### src/rtl/pdp8_pkg.sv
// Shared definitions for the PDP-8 Operate Group 1 datapath.
package pdp8_pkg;

  typedef enum logic [2:0] {
    ST_IDLE = 3'd0,
    ST_CLR  = 3'd1,
    ST_CMP  = 3'd2,
    ST_INC  = 3'd3,
    ST_ROT  = 3'd4,
    ST_FIN  = 3'd5
  } state_t;

  // IR bit positions within the Group 1 microinstruction
  localparam int unsigned IR_CLA = 7;
  localparam int unsigned IR_CLL = 6;
  localparam int unsigned IR_CMA = 5;
  localparam int unsigned IR_CML = 4;
  localparam int unsigned IR_RAR = 3;
  localparam int unsigned IR_RAL = 2;
  localparam int unsigned IR_BSW = 1;
  localparam int unsigned IR_IAC = 0;

  // Rotater op codes {RAR,RAL,TWICE/BSW}
  localparam logic [2:0] ROP_NOP = 3'b000;
  localparam logic [2:0] ROP_RAR = 3'b100;
  localparam logic [2:0] ROP_RAL = 3'b010;
  localparam logic [2:0] ROP_RTR = 3'b101;
  localparam logic [2:0] ROP_RTL = 3'b011;
  localparam logic [2:0] ROP_BSW = 3'b001;

  // First enabled event strictly after 'from' (events ordered CLR,CMP,INC,ROT);
  // FIN when none remain. With skip=0 every event counts as enabled.
  function automatic state_t next_event(input state_t from, input logic [7:0] irq,
                                        input logic skip);
    logic [3:0]  en;
    logic        found;
    int unsigned first;
    state_t      nxt;
    en[0] = ~skip | irq[IR_CLA] | irq[IR_CLL];
    en[1] = ~skip | irq[IR_CMA] | irq[IR_CML];
    en[2] = ~skip | irq[IR_IAC];
    en[3] = ~skip | irq[IR_RAR] | irq[IR_RAL] | irq[IR_BSW];
    first = int'(from);
    found = 1'b0;
    nxt   = ST_FIN;
    for (int unsigned i = 0; i < 4; i++) begin
      if (!found && i >= first && en[i[1:0]]) begin
        nxt   = state_t'(3'(i + 1));
        found = 1'b1;
      end
    end
    return nxt;
  endfunction

endpackage

### src/rtl/opr1_sequencer.sv
// PDP-8 Operate Group 1 sequencer: owns AC/Link and steps CLR, CMP, INC, ROT.
module opr1_sequencer
  import pdp8_pkg::*;
#(
  parameter bit SKIP_EMPTY = 1'b1
) (
  input  logic        SYSCLK,
  input  logic        RESET,
  input  logic        START,
  input  logic [11:0] IR,
  input  logic        AC_LD,
  input  logic [11:0] AC_DIN,
  input  logic        L_DIN,
  input  logic [11:0] ROT_AO,
  input  logic        ROT_LO,
  output logic [2:0]  ROT_OP,
  output logic [11:0] ROT_AI,
  output logic        ROT_LI,
  output logic        ROT_OE,
  output logic [11:0] AC,
  output logic        L,
  output logic        BUSY,
  output logic        DONE
);

  state_t      r_state, w_state_nxt;
  logic [7:0]  r_irq, w_irq_nxt;
  logic [11:0] r_ac, w_ac_nxt;
  logic        r_l, w_l_nxt;
  logic [12:0] w_inc;
  logic        w_unused_ir_hi;

  // Opcode field is guaranteed by the controller and intentionally ignored
  assign w_unused_ir_hi = ^IR[11:8];

  // State and datapath registers
  always_ff @(posedge SYSCLK) begin
    if (RESET) begin
      r_state <= ST_IDLE;
      r_irq   <= '0;
      r_ac    <= '0;
      r_l     <= 1'b0;
    end else begin
      r_state <= w_state_nxt;
      r_irq   <= w_irq_nxt;
      r_ac    <= w_ac_nxt;
      r_l     <= w_l_nxt;
    end
  end

  // Next-state and per-event AC/Link update
  always_comb begin
    w_state_nxt = r_state;
    w_irq_nxt   = r_irq;
    w_ac_nxt    = r_ac;
    w_l_nxt     = r_l;
    w_inc       = {1'b0, r_ac} + 13'd1;
    unique case (r_state)
      ST_IDLE: begin
        // An external load wins over a coincident START, which is dropped
        if (AC_LD) begin
          w_ac_nxt = AC_DIN;
          w_l_nxt  = L_DIN;
        end else if (START) begin
          w_irq_nxt   = IR[7:0];
          w_state_nxt = next_event(ST_IDLE, IR[7:0], SKIP_EMPTY);
        end
      end
      ST_CLR: begin
        if (r_irq[IR_CLA]) w_ac_nxt = '0;
        if (r_irq[IR_CLL]) w_l_nxt = 1'b0;
        w_state_nxt = next_event(ST_CLR, r_irq, SKIP_EMPTY);
      end
      ST_CMP: begin
        if (r_irq[IR_CMA]) w_ac_nxt = ~r_ac;
        if (r_irq[IR_CML]) w_l_nxt = ~r_l;
        w_state_nxt = next_event(ST_CMP, r_irq, SKIP_EMPTY);
      end
      ST_INC: begin
        if (r_irq[IR_IAC]) begin
          w_ac_nxt = w_inc[11:0];
          w_l_nxt  = r_l ^ w_inc[12];
        end
        w_state_nxt = next_event(ST_INC, r_irq, SKIP_EMPTY);
      end
      ST_ROT: begin
        if (|r_irq[IR_RAR:IR_BSW]) begin
          w_ac_nxt = ROT_AO;
          w_l_nxt  = ROT_LO;
        end
        w_state_nxt = ST_FIN;
      end
      ST_FIN:  w_state_nxt = ST_IDLE;
      default: w_state_nxt = ST_IDLE;
    endcase
  end

  assign ROT_OP = (r_state == ST_ROT) ? r_irq[IR_RAR:IR_BSW] : ROP_NOP;
  assign ROT_OE = (r_state == ST_ROT);
  assign ROT_AI = r_ac;
  assign ROT_LI = r_l;
  assign AC     = r_ac;
  assign L      = r_l;
  assign BUSY   = (r_state != ST_IDLE);
  assign DONE   = (r_state == ST_FIN);

endmodule

### config.mk
export PLATFORM = sky130hd
export DESIGN_NAME = opr1_sequencer
export DESIGN_NICKNAME = d
export VERILOG_FILES = /design/src/rtl/pdp8_pkg.sv /design/src/rtl/opr1_sequencer.sv
export SDC_FILE = /design/constraint.sdc
export NUM_CORES = 1
export LEC_CHECK = 0
export ABC_AREA = 1
export CAP_MARGIN = 20
export CORE_ASPECT_RATIO = 0.6
export CORE_UTILIZATION = 41
export DETAILED_ROUTE_END_ITERATION = 10
export PLACE_DENSITY = 0.76
export SLEW_MARGIN = 15
export SYNTH_ARGS = -nofsm -noshare
export SYNTH_HDL_FRONTEND = slang
export SYNTH_SLANG_ARGS = --single-unit
### constraint.sdc
create_clock -name SYSCLK -period 2 [get_ports SYSCLK]
set_input_delay 0.4 -clock SYSCLK [delete_from_list [all_inputs] [get_ports SYSCLK]]
set_output_delay 0.4 -clock SYSCLK [all_outputs]
set_load 0.005 [all_outputs]
==> results of run 1 <==
==> tightest hold or removal path, stage by stage (launching register included) <==
cell      delay, ps
dfxtp_1         310
inv_1            60
a211oi_1         60
==> power breakdown <==
part           switching (mW)  leakage (nW)  internal, mW
Clock                   0.160        0.0216         0.135
Sequential              0.121         0.199         0.554
Combinational           0.413         0.887         0.427
Total                   0.694          1.11          1.12
==> placed cells by master (no fill, tap or decap), types with 3 or more instances in the layout <==
| master | instances |
|---|---|
| a21oi_1 | 15 |
| o21ai_0 | 13 |
| nor3_1 | 8 |
| buf_4 | 11 |
| clkbuf_8 | 3 |
| inv_2 | 3 |
| a211oi_1 | 8 |
| nand3_1 | 23 |
| nand2_1 | 91 |
| clkdlybuf4s50_1 | 68 |
| nand4_1 | 7 |
| dfxtp_1 | 22 |
| nor2_1 | 59 |
| inv_1 | 34 |
==> worst max path at each step <==
| stage | startpoint | end | slack (ps) | depth (start not counted) |
|---|---|---|---|---|
| after CTS | r_state[0]$_SDFFE_PP0P_ | ROT_OE | 30 | 4 |
| after global routing | r_state[1]$_SDFFE_PP0P_ | ROT_OP[2] | -0.4 | 4 |
| after global placement | r_state[1]$_SDFFE_PP0P_ | ROT_OE | 240 | 4 |
| after floorplan | AC[0]$_SDFFE_PP0P_ | AC[6]$_SDFFE_PP0P_ | 500 | 9 |
| final | r_state[1]$_SDFFE_PP0P_ | ROT_OP[1] | 50 | 4 |
| after detailed placement | r_state[1]$_SDFFE_PP0P_ | ROT_OE | 200 | 4 |
==> sequential cells by signal (all words and copies together) (netlist names) <==
signal,flops
AC,12
L,1
r_irq,8
r_state,3
==> what timing repair did <==
| action | CTS | global route |
|---|---|---|
| gates resized for setup | 4 | 7 |
| hold endpoints to repair | 0 | 0 |
| pin swaps | 0 | 1 |
| setup buffers | 0 | 4 |
| endpoints found under the setup margin | 4 | 2 |
==> per-stage QoR <==
stage,total power [mW],instances,util,hold WS (ps),worst slack (ps)
after floorplan,1.15,325,-,440,495
after global placement,1.48,438,0.597,467,244
after detailed placement,1.50,438,0.597,459,204
after CTS,1.80,441,0.609,475,26.5
after global routing,1.95,445,0.621,506,-0.446
final,1.81,445,0.621,469,46.2
==> area by class of cell <==
class	instances	area, sq um	area share
inverters	38	148	0.0564
well taps	60	75.1	0.0287
flip-flops and latches	24	485	0.186
clock buffers	3	41.3	0.0158
repair buffers	80	776	0.297
multi-input cells	240	1090	0.417
==> cell families after synthesis <==
family / after synthesis / synth area share
compound gates: 43 / 0.135
buf+inv: 61 / 0.159
flops: 24 / 0.261
fa+ha+maj: 1 / 0.00678
simple gates: 196 / 0.439
==> routing by layer <==
metal	vias to the layer above	part of all wire
met2	92	0.39
met1	939	0.52
met4	0	0.0029
met5	-	0
met3	5	0.091
li1	1146	-
==> qor.csv, run 1 <==
metric,value,unit
endpoint of the worst register-to-register path,AC[6]$_SDFFE_PP0P_,
CP endpoint kind,primary output,
clock period minus final worst setup slack,1950,ps
number of setup violations in the final report,0,
maximum number of pins on one net before global-route repair,21,
"critical path, cell by cell","nor2_4, nand2_4, nor2_1, clkdlybuf4s50_1",
Hold Crit Class,flip-flop to flip-flop,
number of distinct standard cells referenced by the synthesized netlist,25,
count of hold buffers inserted by post-cts repair,0,
Critical Path AT,1550,ps
Post-DRT Antenna Nets,0,
die span in y,54.0,um
final antenna diode count,0,
area inside the core boundary,4210,sq um
Post-synth EDFFs,0,
launch instance of the worst register-to-register path,AC[0]$_SDFFE_PP0P_,
cell count of the worst reg-to-reg path,10,
Layout area overhead,41.9,%
top cell type's share of synthesized area,0.261,
cell family with the largest share of critical-path delay,buffers and inverters,
Avg Inst Size Synth,5.67,sq um
buffer and inverter count on the worst path,1,
worst hold start,r_irq[6]$_SDFFE_PP0P_,
Nets,430,
number of design-rule violations left by the first detailed-router iteration,123,
longest individual stage delay on the worst path,500,ps
post-DR vias/cell,4.90,
weighted congestion at the end of routability-driven global placement,0.861,
reg-to-reg setup timing slack,330,ps
clock buffer count from CTS,3,
"IR drop worst, VDD",0.310,mV
antenna violations before repair,0,
H-Tree Depth,1,
wire length of the first global-routing pass,8620,um
Achievable Freq,512,MHz
cell with the most instances after synthesis,nand2_1,
number of vias in the routed layout,2182,
number of cells traversed by the worst hold path,2,
most instantiated cells after synthesis,"91 x nand2_1, 61 x nor2_1, 34 x inv_1, 24 x dfxtp_1, 23 x nand3_1",
Worst Tran Pin Value,506,ps
maximum fanout count along the critical path,8,
global-route usage over all layers,0.241,
headroom to the max-slew limit,0.662,
top_reg_cell synth,dfxtp_1,
count of yosys warnings during synthesis,0,
total standard cell area after synthesis,1840,sq um
Max Cap Violations,0,
fillcell total,418,
Routed wire per std cell,12.3,um
post-route clock skew,5.63,ps
GR Layer Usage met3,0.0506,
power density of the placed cells,692,nW/um^2
async set-or-reset flop fraction in the synthesized netlist,0,
clock tree from TritonCTS,done,
startpoint class of the critical path,flip-flop,
Tcrit/Tclk final,0.977,
global route hottest layer,met1,
Post-DP Area,2510,sq um
post-synthesis net count,368,
total overflow reported by the global router,0,
largest cells by area after synthesis,"dfxtp_1 26%, nand2_1 19%, nor2_1 12%, inv_1 6.9%, nand3_1 6.2%",
post-detail-place hpwl,4150,um
maximum buffer depth of the clock tree,2,
IO Pins,74,
LEAKAGE,1.11,nW
M1 GR Usage,0.360,
hold violation count in the final report,0,
ratio of cells with drive above 1 in the final layout,0.0701,
fin area,2620,sq um
clock-pin transition on the worst setup and hold timing paths,90,ps
CP max-delay cell,clkdlybuf4s50_1,
floorplan die area,4780,sq um
WL final,5490,um
final routed DRC violation total,0,
total negative slack,0,ps
clock insertion delay at the later pin of the skew report,270,ps
I/O Buffers,69,
count of TritonRoute iterations in the first routing pass,4,
total of flip-flops plus latches after synthesis,24,
synthesized instance count,325,
"Seq/Total Area, Yosys",0.261,
# rows,18,
result of the run,finished clean,
worst-case hold path end point,r_irq[6]$_SDFFE_PP0P_,
required time of the worst setup path,1600,ps
post-synth top area cell,dfxtp_1,
category of the critical setup timing path,flip-flop to primary output,
initial cell density of the core,0.438,
number of sinks driven by the clock tree,24,
number of global-route vias before repair,1747,
Chip Width,88.6,um
root buffer selected by CTS,clkbuf_8,
met2 Use GR,0.359,
pins over their slew limit,0,
Power figures use the tool's default switching activity.
==> inputs of run 2 (changes only) <==
Settings changed: GPL_TIMING_DRIVEN from default to 0, SETUP_SLACK_MARGIN from default to 0.5.
==> run 2 against run 1 <==
Cell area rose by 14%. Utilization rose by 8.6 points. Clock skew rose by 6.2 ps. Largest cell class unchanged.
==> qor.csv, run 2 (same netlist as run 1, synthesis figures left out) <==
metric,value,unit
result of the run,finished clean,
I/O Buffers,69,
share of total power in sequential cells,0.308,
hold violation count in the final report,0,
number of cells on the critical path,5,
Routed wire per std cell,13.4,um
count of hold buffers inserted by post-cts repair,0,
Tcrit/Tclk final,0.827,
clock insertion delay at the later pin of the skew report,280,ps
reg-to-reg setup timing slack,350,ps
number of design-rule violations left by the first detailed-router iteration,188,
CP endpoint kind,primary output,
Gate power share,0.527,
area inside the core boundary,4210,sq um
wire length of the first global-routing pass,9870,um
final routed DRC violation total,0,
Layout area overhead,61.6,%
design internal power,1.29,mW
endpoint of the worst register-to-register path,AC[0]$_SDFFE_PP0P_,
antenna violations before repair,0,
clock tree from TritonCTS,done,
number of sinks driven by the clock tree,24,
total power of the final layout,2.08,mW
"IR drop worst, VDD",0.348,mV
Chip Width,88.6,um
power density of the placed cells,697,nW/um^2
clock period minus final worst setup slack,1650,ps
Achievable Freq,605,MHz
Hold Worst Slack,482,ps
die span in y,54.0,um
root buffer selected by CTS,clkbuf_8,
maximum number of pins on one net before global-route repair,14,
Post-DRT Antenna Nets,0,
final antenna diode count,0,
Switch Pwr,0.786,mW
Worst Tran Pin Value,578,ps
LEAKAGE,1.41,nW
share of total power in the clock network,0.165,
number of setup violations in the final report,0,
post-detail-place hpwl,4410,um
IO Pins,74,
Hold Crit Class,flip-flop to flip-flop,
timing endpoint of the critical path,BUSY,
WL final,6450,um
unrepaired setup endpoints after global routing,true,
launch instance of the worst register-to-register path,r_state[2]$_SDFFE_PP0P_,
number of vias in the routed layout,2469,
headroom to the max-slew limit,0.614,
Max Cap Violations,0,
total overflow reported by the global router,0,
weighted congestion at the end of routability-driven global placement,0.845,
required time of the worst setup path,1600,ps
CP max-delay cell,dfxtp_2,
# rows,18,
buffer and inverter count on the worst path,3,
"commonest cells after routing, fill and taps aside","88 x nand2_1, 56 x nor2_1, 37 x clkdlybuf4s50_1",
global-route usage over all layers,0.280,
count of TritonRoute iterations in the first routing pass,5,
startpoint class of the critical path,flip-flop,
pins over their slew limit,0,
longest individual stage delay on the worst path,330,ps
cell family with the largest share of critical-path delay,buffers and inverters,
maximum fanout count along the critical path,8,
initial cell density of the core,0.438,
post-DR vias/cell,5.13,
flip-flop count of the largest register after layout,12,
number of global-route vias before repair,2136,
clock buffer count from CTS,3,
floorplan die area,4780,sq um
Nets,465,
post-route clock skew,11.8,ps
cell count of the worst reg-to-reg path,9,
maximum buffer depth of the clock tree,2,
ratio of cells with drive above 1 in the final layout,0.221,
category of the critical setup timing path,flip-flop to primary output,
switching part of the total,0.378,
Critical Path AT,1250,ps
clock-pin transition on the worst setup and hold timing paths,100,ps
H-Tree Depth,1,
crit path launch,r_state[1]$_SDFFE_PP0P_,
"leading cell type in the layout, fill and taps excluded",nand2_1,
"critical path, cell by cell","buf_6, nor2_4, buf_4, nand2_2, clkdlybuf4s15_2",
## run 2: cell count changes in the layout (fill, tap and decap cells not counted), sizes merged, moves of 2 or more
| cell | delta |
|---|---|
| buf | +37 |
| clkdlybuf4s50 | -31 |
| dlygate4sd2 | +26 |
| clkbuf | +3 |
| clkdlybuf4s15 | +2 |
## run 2: tightest hold or removal path, cell delays in order, from the launching register on
cell	delay (ps)
dfxtp_1	310
inv_1	60
a211oi_1	70
## run 2: area by class of cell
cell class | instances | area (sq um)
fillers | 387 | 1230
clock buffers | 4 | 55.1
plain buffers | 23 | 179
multi-input cells | 240 | 1150
repair buffers | 92 | 831
well taps | 60 | 75.1
inverters | 38 | 150
flip-flops and latches | 24 | 538
## run 2: repair_timing
action,CTS,global route
pin swaps,6,5
endpoints found under the setup margin,53,28
buffers inserted,21,1
resized for setup,106,11
cloned,1,0
## run 2: metal layers
layer	GRT usage	wire length, um	vias to the layer above
met3	0.0644	665	28
met5	0	0	-
met2	0.429	2570	134
met4	0.121	174	0
met1	0.380	3040	1081
li1	-	-	1226
## run 2: worst min-delay path by stage
stage / startpoint / to / slack [ps] / cells after the start
2_1_floorplan: r_irq[6]$_SDFFE_PP0P_ / r_irq[6]$_SDFFE_PP0P_ / 440 / 2
3_3_place_gp: r_irq[7]$_SDFFE_PP0P_ / r_irq[7]$_SDFFE_PP0P_ / 470 / 2
3_5_place_dp: r_irq[3]$_SDFFE_PP0P_ / r_irq[3]$_SDFFE_PP0P_ / 470 / 2
4_1_cts: r_irq[3]$_SDFFE_PP0P_ / r_irq[3]$_SDFFE_PP0P_ / 490 / 2
5_1_grt: r_irq[2]$_SDFFE_PP0P_ / r_irq[2]$_SDFFE_PP0P_ / 510 / 2
6_report: r_irq[6]$_SDFFE_PP0P_ / r_irq[6]$_SDFFE_PP0P_ / 480 / 2
## run 2: power by group through the flow
stage | registers [mW] | clock network (mW) | logic, mW
floorplan | 0.656 | 0 | 0.500
global placement | 0.677 | 0 | 0.884
detailed placement | 0.683 | 0 | 0.899
CTS | 0.638 | 0.340 | 1.05
global route | 0.653 | 0.366 | 1.20
finish | 0.639 | 0.344 | 1.09
## run 2: stage by stage
step | setup WS (ps) | utilization | std cells | instance area (sq um) | TNS [ps]
after CTS | 357 | 0.695 | 480 | 2930 | 0
after detailed placement | -7.91 | 0.620 | 454 | 2610 | -7.91
final | 346 | 0.708 | 481 | 2980 | 0
after global routing | 287 | 0.708 | 481 | 2980 | 0
after floorplan | 583 | - | 325 | 1850 | 0
after global placement | -4.67 | 0.620 | 454 | 2610 | -4.67
==> inputs of run 3 (changes only) <==
Settings changed: CORE_UTILIZATION 41 to 39.
Clock period 2 ns to 1.5 ns, I/O delays scaled along.
==> run 3 against run 2 <==
The run now ends with negative setup slack left. Clock skew fell by 7.8 ps. Sequential share of layout area fell by 2.8 points. Cell area rose by 19%. First-iteration DRC count rose by 24%. Routed wire length rose by 19%. Clock power rose by 37%. Utilization rose by 11 points. Critical endpoint is now ROT_OE. Largest cell class is now non-clock buffers. Largest power group unchanged.
==> qor.csv, run 3 (same netlist as run 1, synthesis figures left out) <==
metric,value,unit
weighted congestion at the end of routability-driven global placement,0.879,
number of sinks driven by the clock tree,24,
Nets,491,
launch instance of the worst register-to-register path,r_state[1]$_SDFFE_PP0P_,
power density of the placed cells,957,nW/um^2
initial cell density of the core,0.427,
Hold Crit Class,flip-flop to flip-flop,
CP endpoint kind,primary output,
"critical path, cell by cell","buf_6, nor2_4, nand2_4, buf_6, inv_4, buf_8, buf_6",
Critical Path AT,1300,ps
worst hold start,r_irq[7]$_SDFFE_PP0P_,
maximum fanout count along the critical path,2,
clock buffer count from CTS,3,
"IR drop worst, VDD",0.602,mV
buffer and inverter count on the worst path,5,
Chip Width,90.8,um
I/O Buffers,69,
cell family with the largest share of critical-path delay,buffers and inverters,
unrepaired setup endpoints after global routing,true,
startpoint class of the critical path,flip-flop,
multi-input combinational cell area,1280,sq um
count of TritonRoute iterations in the first routing pass,5,
flip-flop count of the largest register after layout,12,
category of the critical setup timing path,flip-flop to primary output,
result of the run,finished with violations,
longest individual stage delay on the worst path,330,ps
Post-DRT Antenna Nets,0,
total negative slack,-846,ps
clock-pin transition on the worst setup and hold timing paths,90,ps
wire length of the first global-routing pass,12100,um
"commonest cells after routing, fill and taps aside","82 x nand2_1, 68 x buf_6, 41 x nor2_1",
Worst Tran Pin Value,566,ps
headroom to the max-slew limit,0.623,
number of vias in the routed layout,2704,
Achievable Freq,625,MHz
WL final,7650,um
clock period minus final worst setup slack,1600,ps
number of design-rule violations left by the first detailed-router iteration,233,
floorplan die area,5020,sq um
LEAKAGE,1.58,nW
worst path setup slack after routing,-98.8,ps
IO Pins,74,
Reg area,538,sq um
most frequent CP cell,buf_6,
maximum number of pins on one net before global-route repair,14,
number of global-route vias before repair,2610,
fillcell total,275,
pins over their slew limit,0,
H-Tree Depth,1,
ratio of cells with drive above 1 in the final layout,0.403,
Routed wire per std cell,15.1,um
final routed DRC violation total,0,
clock tree from TritonCTS,done,
post-DR vias/cell,5.33,
Max Cap Violations,0,
failing checks,negative setup slack,
global-route usage over all layers,0.303,
total power of the final layout,3.38,mW
post-route clock skew,3.98,ps
post-detail-place hpwl,4480,um
number of setup violations in the final report,18,
Tcrit/Tclk final,1.07,
"leading cell type in the layout, fill and taps excluded",nand2_1,
root buffer selected by CTS,clkbuf_8,
total overflow reported by the global router,0,
crit path launch,r_state[1]$_SDFFE_PP0P_,
Layout area overhead,91.6,%
CP max-delay cell,dfxtp_2,
required time of the worst setup path,1200,ps
final antenna diode count,0,
antenna violations before repair,0,
hold violation count in the final report,0,
# rows,18,
clock insertion delay at the later pin of the skew report,280,ps
area inside the core boundary,4320,sq um
die span in y,55.3,um
maximum buffer depth of the clock tree,2,
-- run 3: cell count changes in the layout (fill, tap and decap cells not counted), moves of 4 or more --
cell	delta
dlygate4sd2_1	-26
nand2_2	+6
nor2_1	-15
o21ai_0	-4
a211oi_2	+4
a211oi_1	-4
nand2_1	-6
buf_4	-10
buf_6	+61
nor2_2	+13
-- run 3: cell type report --
cell class | instances | share of cell area
Multi-Input combinational cell | 240 | 0.362
Timing Repair Buffer | 118 | 0.335
Sequential cell | 24 | 0.152
Inverter | 38 | 0.0425
Clock buffer | 4 | 0.0156
Tap cell | 60 | 0.0212
Buffer | 23 | 0.0715
-- run 3: path summary, 6_finish.rpt --
| path | cells past startpoint | slack, ps | endpoint |
|---|---|---|---|
| max reg2reg | 13 | -70 | AC[8]$_SDFFE_PP0P_ |
| max | 7 | -100 | ROT_OE |
| min | 2 | 480 | r_irq[7]$_SDFFE_PP0P_ |
| min reg2reg | 2 | 480 | r_irq[7]$_SDFFE_PP0P_ |
-- run 3: where the power goes --
group | switching [mW] | internal (mW) | total (mW)
Combinational | 0.938 | 1.12 | 2.05
Clock | 0.237 | 0.236 | 0.472
Sequential | 0.0885 | 0.768 | 0.856
-- run 3: per-stage QoR --
step | util | cell area, sq um | setup slack [ps] | cells | hold slack (ps)
finish | 0.817 | 3530 | -98.8 | 507 | 480
detailed placement | 0.629 | 2720 | -256 | 454 | 465
global route | 0.817 | 3530 | -157 | 507 | 523
global placement | 0.629 | 2720 | -257 | 454 | 466
floorplan | - | 1960 | 230 | 325 | 373
CTS | 0.806 | 3490 | -48.0 | 506 | 477
-- run 3: tightest hold or removal path: stages, from the launching register on --
cell,delay [ps]
dfxtp_1,310
inv_1,60
a211oi_1,60
-- run 3: per-layer routing --
layer | vias up | track usage | part of all wire
met2 | 190 | 0.498 | 0.44
li1 | 1277 | - | -
met4 | 0 | 0.0839 | 0.016
met1 | 1220 | 0.397 | 0.42
met5 | - | 0 | 0
met3 | 17 | 0.0730 | 0.13
-- run 3: timing repair --
item / CTS / global route
gates cloned: 3 / 0
hold buffers: 0 / 0
setup buffers: 45 / 1
endpoints found under the setup margin: 56 / 56
pin swaps: 11 / 6
gates resized for setup: 250 / 18
